File: config.mk
export PLATFORM = sky130hd
export DESIGN_NAME = lcd_bus_rx_flat
export DESIGN_NICKNAME = d
export VERILOG_FILES = /design/src/rtl/lcd_pkg.sv /design/src/rtl/lcd_bus_rx_if.sv /design/src/rtl/lcd_strobe_det.sv /design/src/rtl/lcd_bus_rx.sv /design/src/flat_wrapper.sv
export SDC_FILE = /design/constraint.sdc
export NUM_CORES = 1
export LEC_CHECK = 0
export BUFFER_PORTS_ARGS = -buffer_cell sky130_fd_sc_hd__buf_2
export CAP_MARGIN = 0
export CELL_PAD_IN_SITES_DETAIL_PLACEMENT = 1
export CELL_PAD_IN_SITES_GLOBAL_PLACEMENT = 1
export CORE_ASPECT_RATIO = 0.5
export CORE_MARGIN = 4
export CORE_UTILIZATION = 42
export DETAILED_ROUTE_END_ITERATION = 8
export GPL_TIMING_DRIVEN = 0
export PLACE_DENSITY_LB_ADDON = 0.1
export SLEW_MARGIN = 5
export SYNTH_ARGS = -nofsm -noshare
export SYNTH_HDL_FRONTEND = slang
export SYNTH_SLANG_ARGS = --single-unit
File: constraint.sdc
create_clock -name clk -period 2.35 [get_ports clk]
set_input_delay 0.235 -clock clk [delete_from_list [all_inputs] [get_ports clk]]
set_output_delay 0.235 -clock clk [all_outputs]
set_load 0.05 [all_outputs]
File: src/rtl/lcd_pkg.sv
// Shared types and constants for the LCD bus receiver.
// Control bit map, FSM encoding, opcode masks, AC helpers.
package lcd_pkg;

  localparam int CTRL_E  = 2;
  localparam int CTRL_RS = 1;
  localparam int CTRL_RW = 0;

  typedef enum logic [1:0] {
    ST_MODE8  = 2'd0,
    ST_HI_NIB = 2'd1,
    ST_LO_NIB = 2'd2
  } lcd_st_e;

  typedef struct packed {
    logic [3:0] nib;
    logic       rs;
  } nib_t;

  localparam logic [7:0] CLEAR_M  = 8'hFF;
  localparam logic [7:0] CLEAR_V  = 8'h01;
  localparam logic [7:0] ENTRY_M  = 8'hFC;
  localparam logic [7:0] ENTRY_V  = 8'h04;
  localparam logic [7:0] FUNC_M   = 8'hE0;
  localparam logic [7:0] FUNC_V   = 8'h20;
  localparam logic [7:0] CGADDR_M = 8'hC0;
  localparam logic [7:0] CGADDR_V = 8'h40;
  localparam logic [7:0] DDADDR_M = 8'h80;
  localparam logic [7:0] DDADDR_V = 8'h80;

  localparam int ENTRY_ID = 1;
  localparam int FUNC_DL  = 4;

  function automatic logic op_hit(
    input logic [7:0] b,
    input logic [7:0] m,
    input logic [7:0] v
  );
    return (b & m) == v;
  endfunction

  // DD RAM address step: two 40-char lines at 0x00 and 0x40
  function automatic logic [6:0] dd_step(
    input logic [6:0] a,
    input logic       inc
  );
    if (inc) begin
      if (a == 7'h27) return 7'h40;
      if (a == 7'h67) return 7'h00;
      return a + 7'd1;
    end
    if (a == 7'h00) return 7'h67;
    if (a == 7'h40) return 7'h27;
    return a - 7'd1;
  endfunction

  // CG RAM address step, wraps within 64 bytes
  function automatic logic [6:0] cg_step(
    input logic [6:0] a,
    input logic       inc
  );
    logic [5:0] s;
    s = inc ? a[5:0] + 6'd1 : a[5:0] - 6'd1;
    return {1'b0, s};
  endfunction

endpackage

File: src/rtl/lcd_bus_rx_if.sv
// LCD parallel bus: host drives data nibble and E/RS/RW.
// The receiver only listens.
interface lcd_bus_rx_if;
  logic [3:0] lcd_data;
  logic [2:0] lcd_ctrl;

  modport master (
    output lcd_data,
    output lcd_ctrl
  );

  modport slave (
    input lcd_data,
    input lcd_ctrl
  );
endinterface

File: src/rtl/lcd_strobe_det.sv
// Input sampling and E strobe qualification.
// Emits a strobe at E fall when E stayed high long enough.
module lcd_strobe_det
  import lcd_pkg::*;
#(
  parameter int MIN_E_HIGH = 8
) (
  input  logic       clk,
  input  logic       rst,
  input  logic [3:0] data_i,
  input  logic [2:0] ctrl_i,
  output logic       stb_o,
  output nib_t       nib_o
);

  localparam int CW = $clog2(MIN_E_HIGH + 1);
  localparam logic [CW-1:0] CMAX = CW'(MIN_E_HIGH);

  logic [3:0]    d1_data_q;
  logic [3:0]    d2_data_q;
  logic [2:0]    d1_ctrl_q;
  logic [2:0]    d2_ctrl_q;
  logic [CW-1:0] cnt_q;
  logic [CW-1:0] cnt_d;
  logic          blk_q;

  // Saturating E-high run length; held at zero while blocked
  always_comb begin
    cnt_d = '0;
    if (!blk_q && d1_ctrl_q[CTRL_E]) begin
      cnt_d = (cnt_q == CMAX) ? cnt_q : cnt_q + 1'b1;
    end
  end

  // Two-deep input pipe, counter, and post-reset E block
  always_ff @(posedge clk) begin
    if (rst) begin
      d1_data_q <= '0;
      d2_data_q <= '0;
      d1_ctrl_q <= '0;
      d2_ctrl_q <= '0;
      cnt_q     <= '0;
      blk_q     <= 1'b1;
    end else begin
      d1_data_q <= data_i;
      d2_data_q <= d1_data_q;
      d1_ctrl_q <= ctrl_i;
      d2_ctrl_q <= d1_ctrl_q;
      cnt_q     <= cnt_d;
      if (!ctrl_i[CTRL_E]) blk_q <= 1'b0;
    end
  end

  assign stb_o = d2_ctrl_q[CTRL_E]
               & ~d1_ctrl_q[CTRL_E]
               & ~d2_ctrl_q[CTRL_RW]
               & (cnt_q >= CMAX);

  assign nib_o.nib = d2_data_q;
  assign nib_o.rs  = d2_ctrl_q[CTRL_RS];

endmodule

File: src/rtl/lcd_bus_rx.sv
// HD44780-style bus receiver: nibble pairing,
// instruction decode, address counter and RAM writes.
module lcd_bus_rx
  import lcd_pkg::*;
#(
  parameter int MIN_E_HIGH = 8
) (
  input  logic         clk,
  input  logic         rst,
  lcd_bus_rx_if.slave  bus,
  output logic         byte_valid,
  output logic [7:0]   byte_out,
  output logic         byte_rs,
  output logic         mode4,
  output logic [6:0]   ac,
  output logic         cg_sel,
  output logic         dd_we,
  output logic [4:0]   dd_addr,
  output logic [7:0]   dd_wdata,
  output logic         cg_we,
  output logic [5:0]   cg_addr,
  output logic [7:0]   cg_wdata,
  output logic         clr_pulse,
  output logic         proto_err
);

  logic    stb;
  nib_t    snib;
  logic [7:0] asm_b;

  lcd_st_e    st_q;
  logic [3:0] hi_q;
  logic       hrs_q;
  logic       inc_q;
  logic       mode4_q;
  logic [6:0] ac_q;
  logic       cg_sel_q;
  logic       bv_q;
  logic [7:0] byte_q;
  logic       brs_q;
  logic       dd_we_q;
  logic [4:0] dd_addr_q;
  logic [7:0] dd_wdata_q;
  logic       cg_we_q;
  logic [5:0] cg_addr_q;
  logic [7:0] cg_wdata_q;
  logic       clr_q;
  logic       perr_q;

  lcd_strobe_det #(
    .MIN_E_HIGH (MIN_E_HIGH)
  ) u_det (
    .clk    (clk),
    .rst    (rst),
    .data_i (bus.lcd_data),
    .ctrl_i (bus.lcd_ctrl),
    .stb_o  (stb),
    .nib_o  (snib)
  );

  assign asm_b = {hi_q, snib.nib};

  // Nibble pairing FSM with decode and AC update
  always_ff @(posedge clk) begin
    if (rst) begin
      st_q       <= ST_MODE8;
      hi_q       <= '0;
      hrs_q      <= 1'b0;
      inc_q      <= 1'b1;
      mode4_q    <= 1'b0;
      ac_q       <= '0;
      cg_sel_q   <= 1'b0;
      bv_q       <= 1'b0;
      byte_q     <= '0;
      brs_q      <= 1'b0;
      dd_we_q    <= 1'b0;
      dd_addr_q  <= '0;
      dd_wdata_q <= '0;
      cg_we_q    <= 1'b0;
      cg_addr_q  <= '0;
      cg_wdata_q <= '0;
      clr_q      <= 1'b0;
      perr_q     <= 1'b0;
    end else begin
      bv_q    <= 1'b0;
      dd_we_q <= 1'b0;
      cg_we_q <= 1'b0;
      clr_q   <= 1'b0;
      perr_q  <= 1'b0;
      if (stb) begin
        unique case (st_q)
          ST_MODE8: begin
            if (!snib.rs && snib.nib == 4'h2) begin
              st_q    <= ST_HI_NIB;
              mode4_q <= 1'b1;
            end
          end
          ST_HI_NIB: begin
            hi_q  <= snib.nib;
            hrs_q <= snib.rs;
            st_q  <= ST_LO_NIB;
          end
          ST_LO_NIB: begin
            if (snib.rs != hrs_q) begin
              perr_q <= 1'b1;
              hi_q   <= snib.nib;
              hrs_q  <= snib.rs;
            end else begin
              bv_q   <= 1'b1;
              byte_q <= asm_b;
              brs_q  <= snib.rs;
              st_q   <= ST_HI_NIB;
              if (!snib.rs) begin
                unique case (1'b1)
                  op_hit(asm_b, CLEAR_M, CLEAR_V): begin
                    ac_q     <= '0;
                    cg_sel_q <= 1'b0;
                    inc_q    <= 1'b1;
                    clr_q    <= 1'b1;
                  end
                  op_hit(asm_b, ENTRY_M, ENTRY_V): begin
                    inc_q <= asm_b[ENTRY_ID];
                  end
                  op_hit(asm_b, FUNC_M, FUNC_V): begin
                    if (asm_b[FUNC_DL]) begin
                      st_q    <= ST_MODE8;
                      mode4_q <= 1'b0;
                    end
                  end
                  op_hit(asm_b, CGADDR_M, CGADDR_V): begin
                    cg_sel_q <= 1'b1;
                    ac_q     <= {1'b0, asm_b[5:0]};
                  end
                  op_hit(asm_b, DDADDR_M, DDADDR_V): begin
                    cg_sel_q <= 1'b0;
                    ac_q     <= asm_b[6:0];
                  end
                  default: ;
                endcase
              end else if (cg_sel_q) begin
                cg_we_q    <= 1'b1;
                cg_addr_q  <= ac_q[5:0];
                cg_wdata_q <= asm_b;
                ac_q       <= cg_step(ac_q, inc_q);
              end else begin
                if (ac_q[6:4] == 3'b000) begin
                  dd_we_q    <= 1'b1;
                  dd_addr_q  <= {1'b0, ac_q[3:0]};
                  dd_wdata_q <= asm_b;
                end else if (ac_q[6:4] == 3'b100) begin
                  dd_we_q    <= 1'b1;
                  dd_addr_q  <= {1'b1, ac_q[3:0]};
                  dd_wdata_q <= asm_b;
                end
                ac_q <= dd_step(ac_q, inc_q);
              end
            end
          end
          default: st_q <= ST_MODE8;
        endcase
      end
    end
  end

  assign byte_valid = bv_q;
  assign byte_out   = byte_q;
  assign byte_rs    = brs_q;
  assign mode4      = mode4_q;
  assign ac         = ac_q;
  assign cg_sel     = cg_sel_q;
  assign dd_we      = dd_we_q;
  assign dd_addr    = dd_addr_q;
  assign dd_wdata   = dd_wdata_q;
  assign cg_we      = cg_we_q;
  assign cg_addr    = cg_addr_q;
  assign cg_wdata   = cg_wdata_q;
  assign clr_pulse  = clr_q;
  assign proto_err  = perr_q;

endmodule

File: src/flat_wrapper.sv
// flat-port wrapper written by rule: the top's interface ports become plain ports
module lcd_bus_rx_flat import lcd_pkg::*;
#(
  parameter int MIN_E_HIGH = 8
)
  (clk, rst, byte_valid, byte_out, byte_rs, mode4, ac, cg_sel, dd_we, dd_addr, dd_wdata, cg_we, cg_addr, cg_wdata, clr_pulse, proto_err, bus_lcd_data, bus_lcd_ctrl);
  lcd_bus_rx_if bus_i ();
  input  logic clk;
  input  logic rst;
  output logic byte_valid;
  output logic [7:0] byte_out;
  output logic byte_rs;
  output logic mode4;
  output logic [6:0] ac;
  output logic cg_sel;
  output logic dd_we;
  output logic [4:0] dd_addr;
  output logic [7:0] dd_wdata;
  output logic cg_we;
  output logic [5:0] cg_addr;
  output logic [7:0] cg_wdata;
  output logic clr_pulse;
  output logic proto_err;
  input wire logic [$bits(bus_i.lcd_data)-1:0] bus_lcd_data;
  input wire logic [$bits(bus_i.lcd_ctrl)-1:0] bus_lcd_ctrl;
  assign bus_i.lcd_data = bus_lcd_data;
  assign bus_i.lcd_ctrl = bus_lcd_ctrl;
  lcd_bus_rx #(.MIN_E_HIGH(MIN_E_HIGH)) u_core (.clk(clk), .rst(rst), .bus(bus_i), .byte_valid(byte_valid), .byte_out(byte_out), .byte_rs(byte_rs), .mode4(mode4), .ac(ac), .cg_sel(cg_sel), .dd_we(dd_we), .dd_addr(dd_addr), .dd_wdata(dd_wdata), .cg_we(cg_we), .cg_addr(cg_addr), .cg_wdata(cg_wdata), .clr_pulse(clr_pulse), .proto_err(proto_err));
endmodule
==> results of run 1 <==
## kinds of logic (layout without fill, tap and decap cells)
family	count (synthesis)	count (layout)	share of synthesized area
AND/OR/NAND/NOR	161	161	0.2171
XOR/XNOR	6	6	0.01505
flip-flops	77	77	0.4414
multiplexers	26	26	0.07488
buffers and inverters	41	117	0.04586
AO/OA/AOI/OAI	86	86	0.1641
adder cells (fa/ha/maj)	11	11	0.04156
## stage by stage
stage	util	setup TNS, ps	hold WS [ps]	cells	area, um^2
finish	0.5343	0	100.9	596	4305
global placement	0.4871	-982.1	419.3	578	3925
CTS	0.5295	0	90.71	594	4267
floorplan	-	0	318.4	408	3495
global route	0.5343	-48.25	89.20	596	4305
detailed placement	0.4871	-1164	426.2	578	3925
## final timing paths
| check | to | slack (ps) |
|---|---|---|
| worst max-delay path | u_core.ac[4]$_SDFFE_PP0P_ | 90 |
| worst min-delay path | u_core.u_det.d1_data_q[0]$_SDFF_PP0_ | 100 |
| worst max register to register | u_core.ac[4]$_SDFFE_PP0P_ | 90 |
| worst min register to register | u_core.u_det.d2_data_q[1]$_SDFF_PP0_ | 440 |
## where the power goes
part / switching, mW / internal [mW]
clock: 0.570 / 0.970
sequential: 0.00869 / 1.32
combinational: 0.0470 / 0.0223
total: 0.626 / 2.31
## repair_timing
action | 4_1_cts | 5_1_grt
buffers inserted | 0 | 2
gates cloned | 0 | 0
resized for setup | 7 | 6
setup endpoints to repair | 5 | 2
## layout make-up
class	count	area share
clock buffer	10	0.05551
clock inverter	6	0.02180
tap	112	0.03255
sequential	77	0.3586
timing repair buffer	60	0.07091
inverter	10	0.01017
buffer	31	0.03139
multi-input combinational	290	0.4191
## layer usage
| metal | global-route usage | wire length (um) |
|---|---|---|
| met5 | 0 | 0 |
| met1 | 0.3073 | 5089 |
| met4 | 0.05642 | 155 |
| met3 | 0.06925 | 711 |
| met2 | 0.3928 | 5205 |
## placed cells by master, fill, tap and decap left out, types with 3 or more instances in the layout
cell type   n
a21oi_1    33
xnor2_1     3
buf_4       3
a211oi_1    6
nand3_1    10
o211ai_1    3
dfxtp_1    75
ha_1       10
o41ai_1     4
a21o_1      5
and3_1      4
inv_1       7
nor3_1     11
buf_2      62
nand2b_1    6
nand4_1     3
clkbuf_16   9
nand2_1    31
clkbuf_1   23
nor2_1     67
o21ai_0    10
nor2b_1    17
xor2_1      3
mux2i_1    25
or3_1       3
## worst reg2reg max path, stage by stage (launching register included)
cell       delay [ps]
dfxtp_2           370
clkbuf_2          270
inv_4             100
ha_1              300
a2111oi_0         400
nor3_1             80
a311o_1           380
a311oi_2          270
## sequential cells by signal, indices dropped and copies added (netlist names), 2 cells and up
register	cells
u_core.u_det.d1_ctrl_q	3
u_core.cg_wdata	8
u_core.st_q	2
u_core.u_det.cnt_q	4
u_core.byte_out	8
u_core.u_det.d1_data_q	4
u_core.hi_q	4
u_core.dd_wdata	8
u_core.dd_addr	5
u_core.u_det.d2_data_q	4
u_core.cg_addr	6
u_core.u_det.d2_ctrl_q	3
u_core.ac	7
==> out/metrics.yaml, run 1 <==
outcome:
  status: "completed"
layout:
  nFillCells: 969
  multi_input_area_um2: 1804
  seq_area_um2: 1544
  syn_to_final_growth_pct: 23.29
  nets: 499
  drive_above_1_share: 0.1963
  diodes: 0
synth:
  yosysWarnings: 0
  synth_seq_cells: 77
  ys.flop_type: "dfxtp_1"
  synth_area_leaders: "dfxtp_1 44%, nor2_1 7.2%, mux2i_1 7.2%"
  syn_nets: 428
  synth.top_cell.area_share: 0.4414
  async_flop_share: 0
  synth_area_um2: 3492
  yosysMostFrequentCell: "dfxtp_1"
  netlist_instances: 408
  avgSynthCellArea_um2: 8.559
  synth-edff-count: 0
  yosysTopAreaCell: "dfxtp_1"
  ys_seq_area_frac: 0.4414
  ys_types: 48
  synth_common_cells: "77 x dfxtp_1, 67 x nor2_1, 33 x a21oi_1"
placed_design:
  dpl.hpwl_um: 8006
  numPortBuffers: 58
  pre_cts_ws_ps: -345.5
  gp_congestion: 0.9228
worst_setup_path:
  cp-start-kind: "register"
  rr_worst_depth: 7
  cpPeakStageDelay_ps: 400
  cp-startpoint: "u_core.ac[0]$_SDFFE_PP0P_"
  critPathKind: "reg -> reg"
  path_buf_inv: 2
  cp.depth: 7
  end_kind: "register"
  critPathTopFamily: "compound AO/OA/AOI/OAI gates"
  worstPathRequired_ps: 2590
  reg2reg_from: "u_core.ac[0]$_SDFFE_PP0P_"
  cp_max_fo: 8
  cpMaxStageDelayCell: "a2111oi_0"
  crit_chain: "clkbuf_2, inv_4, ha_1, a2111oi_0, nor3_1, a311o_1, a311oi_2"
  cp.arrival_ps: 2500
min_path:
  hold_path_depth: 2
  hp-class: "in -> reg"
  worstHoldStart: "bus_lcd_data[0]"
clocking:
  insertion_delay_ps: 340
  cts_tree: "yes"
  clock_path_buffers: 2
  cts_buffers: 9
  clk_pin_slew_worst_paths_ps: 60
  hold_buffers: 0
  cts_num_sinks: 77
  clockRootBuffer: "clkbuf_16"
  htree_levels: 3
floorplanning:
  dieArea_um2: 9926
  coreArea_um2: 8058
  num_io_pins: 59
  die_x_um: 137.0
  rows: 23
  start_util: 0.4334
  die_h_um: 72.48
drt:
  drc_errors: 0
  wirelength_um: 11160
  vias: 3293
  dr.pass1.iters: 4
  wl_per_cell_um: 18.73
  ant_nets: 0
  vias_per_cell: 5.525
  drt_iter0_markers: 193
power_and_ir_drop:
  p_leak_nw: 1.898
  vdd_drop_max_mv: 0.4542
  power_mw: 2.936
  cellPowerDensity_nw_per_um2: 681.9
global_route:
  grt_use_total: 0.2369
  grt_pass1_vias: 3435
  grt_max_degree: 15
  grt_pass1_wl_um: 17960
  grt-ovfl-total: 0
  antenna_found_initial: 0
sta:
  fin_skew_ps: 6.507
  period_share: 0.9624
  max_slew_margin: 0.5215
  rsz0062_at_grt: "yes"
  tightest_slew_ps: 712.3
  fmax_mhz: 442.1
  hold_viol_final: 0
  layout_min_cycle_time_ps: 2262
  maxSlewViolCount: 0
  layout_setup_ws_ps: 88.28
  setup_violations: 0
flow_run:
  maxCapViolations: 0
Note: power is estimated with default switching activity, not from simulation.
==> inputs of run 2 (changes only) <==
--- a/config.mk
+++ b/config.mk
@@ -15,7 +15,9 @@
 export DETAILED_ROUTE_END_ITERATION = 8
 export GPL_TIMING_DRIVEN = 0
 export PLACE_DENSITY_LB_ADDON = 0.1
+export SETUP_SLACK_MARGIN = 0.15
 export SLEW_MARGIN = 5
 export SYNTH_ARGS = -nofsm -noshare
 export SYNTH_HDL_FRONTEND = slang
 export SYNTH_SLANG_ARGS = --single-unit
+export TNS_END_PERCENT = 100
==> run 2 against run 1 <==
Against the previous run: combinational power hardly changed; die area unchanged; global-route usage is 0.36 points lower; worst hold slack improved by 6.2 ps; via count increased by 1.5%; clock power is 18% lower; wire length rose by 2.1%; total power down 9.1%; highest routed layer unchanged.
==> out/metrics.yaml, run 2 (synthesis results as in run 1) <==
global_route:
  grt-ovfl-total: 0  # unchanged
  grt_max_degree: 14  # -1
  grt_pass1_vias: 3407  # -0.82%
  antenna_found_initial: 0  # unchanged
  grt_use_total: 0.2332  # -0.003636
  grt_pass1_wl_um: 17950  # about the same
clocking:
  insertion_delay_ps: 340  # about the same
  cts_buffers: 9  # unchanged
  clockRootBuffer: "clkbuf_16"
  clk_pin_slew_worst_paths_ps: 60  # about the same
  cts_num_sinks: 77  # unchanged
  cts_tree: "yes"
  clock_path_buffers: 2  # unchanged
  htree_levels: 3  # unchanged
  hold_buffers: 0  # unchanged
placed_design:
  numPortBuffers: 58  # unchanged
  dpl.hpwl_um: 7967  # -0.48%
  place_inst: 578  # unchanged
  gp_congestion: 0.9202  # -0.28%
  placed_area_um2: 3928  # about the same
min_path:
  hold_path_depth: 2  # unchanged
  hp-class: "in -> reg"
floorplanning:
  start_util: 0.4334  # unchanged
  die_h_um: 72.48  # unchanged
  die_x_um: 137.0  # unchanged
  coreArea_um2: 8058  # unchanged
  num_io_pins: 59  # unchanged
  dieArea_um2: 9926  # unchanged
  rows: 23  # unchanged
worst_setup_path:
  cpPeakStageDelay_ps: 460  # +60 ps
  cpMaxStageDelayCell: "fa_2"
  cp.arrival_ps: 2400  # -100 ps
  end_kind: "register"
  cp_max_fo: 7  # -1
  critPathTopFamily: "compound AO/OA/AOI/OAI gates"
  cp.depth: 9  # +2
  crit_chain: "buf_6, buf_8, clkinvlp_4, fa_2, a21o_1, a21oi_2, xnor2_1, nand2_1, a311oi_2"
  worstPathRequired_ps: 2590  # about the same
  rr_worst_depth: 9  # +2
  path_buf_inv: 3  # +1
  cp-start-kind: "register"
  critPathKind: "reg -> reg"
sta:
  maxSlewViolCount: 0  # unchanged
  max_slew_margin: 0.5359  # +0.01437
  setup_tns_ps: 0  # unchanged
  setup_violations: 0  # unchanged
  rsz0062_at_grt: "yes"
  tightest_slew_ps: 690.9  # -21.38 ps
  hold_viol_final: 0  # unchanged
  period_share: 0.9187  # -0.04378
  fmax_mhz: 463.2  # +4.8%
  fin_skew_ps: 7.866  # +1.358 ps
  layout_min_cycle_time_ps: 2159  # -102.9 ps
outcome:
  status: "completed"
drt:
  vias: 3341  # +1.5%
  ant_nets: 0  # unchanged
  wirelength_um: 11390  # +2.1%
  vias_per_cell: 5.559  # +0.61%
  drt_iter0_markers: 242  # +25%
  dr.pass1.iters: 4  # unchanged
  wl_per_cell_um: 18.96  # +1.2%
  drc_errors: 0  # unchanged
power_and_ir_drop:
  p_leak_nw: 1.892  # -0.27%
  pwr-share-comb: 0.026  # +0.002
  cellPowerDensity_nw_per_um2: 608.5  # -11%
  vdd_drop_max_mv: 0.4466  # -1.7%
  p_sw_mw: 0.6113  # -2.3%
  pwr-share-clk: 0.477  # -0.048
  seqPwrFrac: 0.497  # +0.045
  p_sw_frac: 0.2291  # +0.01596
  p_int_mw: 2.057  # -11%
layout:
  nets: 504  # +1.0%
  drive_above_1_share: 0.2249  # +0.02867
  layout_commonest_cell: "dfxtp_1"
  multi_input_area_um2: 1884  # +4.4%
  diodes: 0  # unchanged
  syn_to_final_growth_pct: 25.55
  final_cell_area_um2: 4384  # +1.8%
  layout_common_cells: "74 x dfxtp_1, 67 x nor2_1, 62 x buf_2, 32 x a21oi_1, 31 x nand2_1"
  nFillCells: 968  # -0.10%
  seq_area_um2: 1548  # +0.24%
  instances_no_fill: 601  # +0.84%
flow_run:
  maxCapViolations: 0  # unchanged
## run 2: power by group through the flow
stage          clock network (mW)  logic, mW  registers (mW)
2_1_floorplan                   0     0.0426            1.35
6_report                     1.27     0.0694            1.33
3_5_place_dp                    0     0.0682            1.35
4_1_cts                      1.29     0.0688            1.33
3_3_place_gp                    0     0.0657            1.35
5_1_grt                      1.34     0.0768            1.33
## run 2: timing repair
item / 4_1_cts / 5_1_grt
endpoints found under the hold margin: 0 / 0
buffers inserted: 2 / 5
pin swaps: 1 / 8
setup endpoints to repair: 8 / 5
gates resized for setup: 18 / 21
## run 2: path summary, 6_finish.rpt
kind,slack (ps),startpoint,to
max,190,u_core.inc_q$_SDFFE_PP1P_,u_core.ac[4]$_SDFFE_PP0P_
min,110,bus_lcd_data[2],u_core.u_det.d1_data_q[2]$_SDFF_PP0_
max reg2reg,190,u_core.inc_q$_SDFFE_PP1P_,u_core.ac[4]$_SDFFE_PP0P_
min reg2reg,440,u_core.u_det.d1_data_q[1]$_SDFF_PP0_,u_core.u_det.d2_data_q[1]$_SDFF_PP0_
## run 2: per-stage QoR
stage	worst slack [ps]	power (mW)	hold WS, ps	utilization
2_1_floorplan	160.5	1.393	318.4	-
3_3_place_gp	-286.0	1.419	416.9	0.4874
3_5_place_dp	-365.9	1.423	429.1	0.4874
4_1_cts	141.4	2.680	97.61	0.5284
5_1_grt	114.2	2.746	99.36	0.5441
6_report	191.2	2.668	107.2	0.5441
## run 2: final cells by class
type                       count  area share
tap                          112     0.03196
sequential                    77      0.3530
multi-input combinational    290      0.4298
inverter                      10     0.01056
timing repair buffer          65     0.07905
clock buffer                  11     0.05308
clock inverter                 5    0.007991
buffer                        31     0.03453
## run 2: metal layers
layer / share of wire / vias up / track usage
li1: - / 1582 / -
met2: 0.46 / 105 / 0.3847
met3: 0.055 / 18 / 0.05332
met1: 0.47 / 1636 / 0.3143
met5: 0 / - / 0
met4: 0.011 / 0 / 0.05310
## run 2: worst register-to-register path, stage by stage, from the launching register on
cell and delay (ps):
dfxtp_2 330, buf_6 100, buf_8 110, clkinvlp_4 220, fa_2 460, a21o_1 180, a21oi_2 160, xnor2_1 150
nand2_1 90, a311oi_2 270
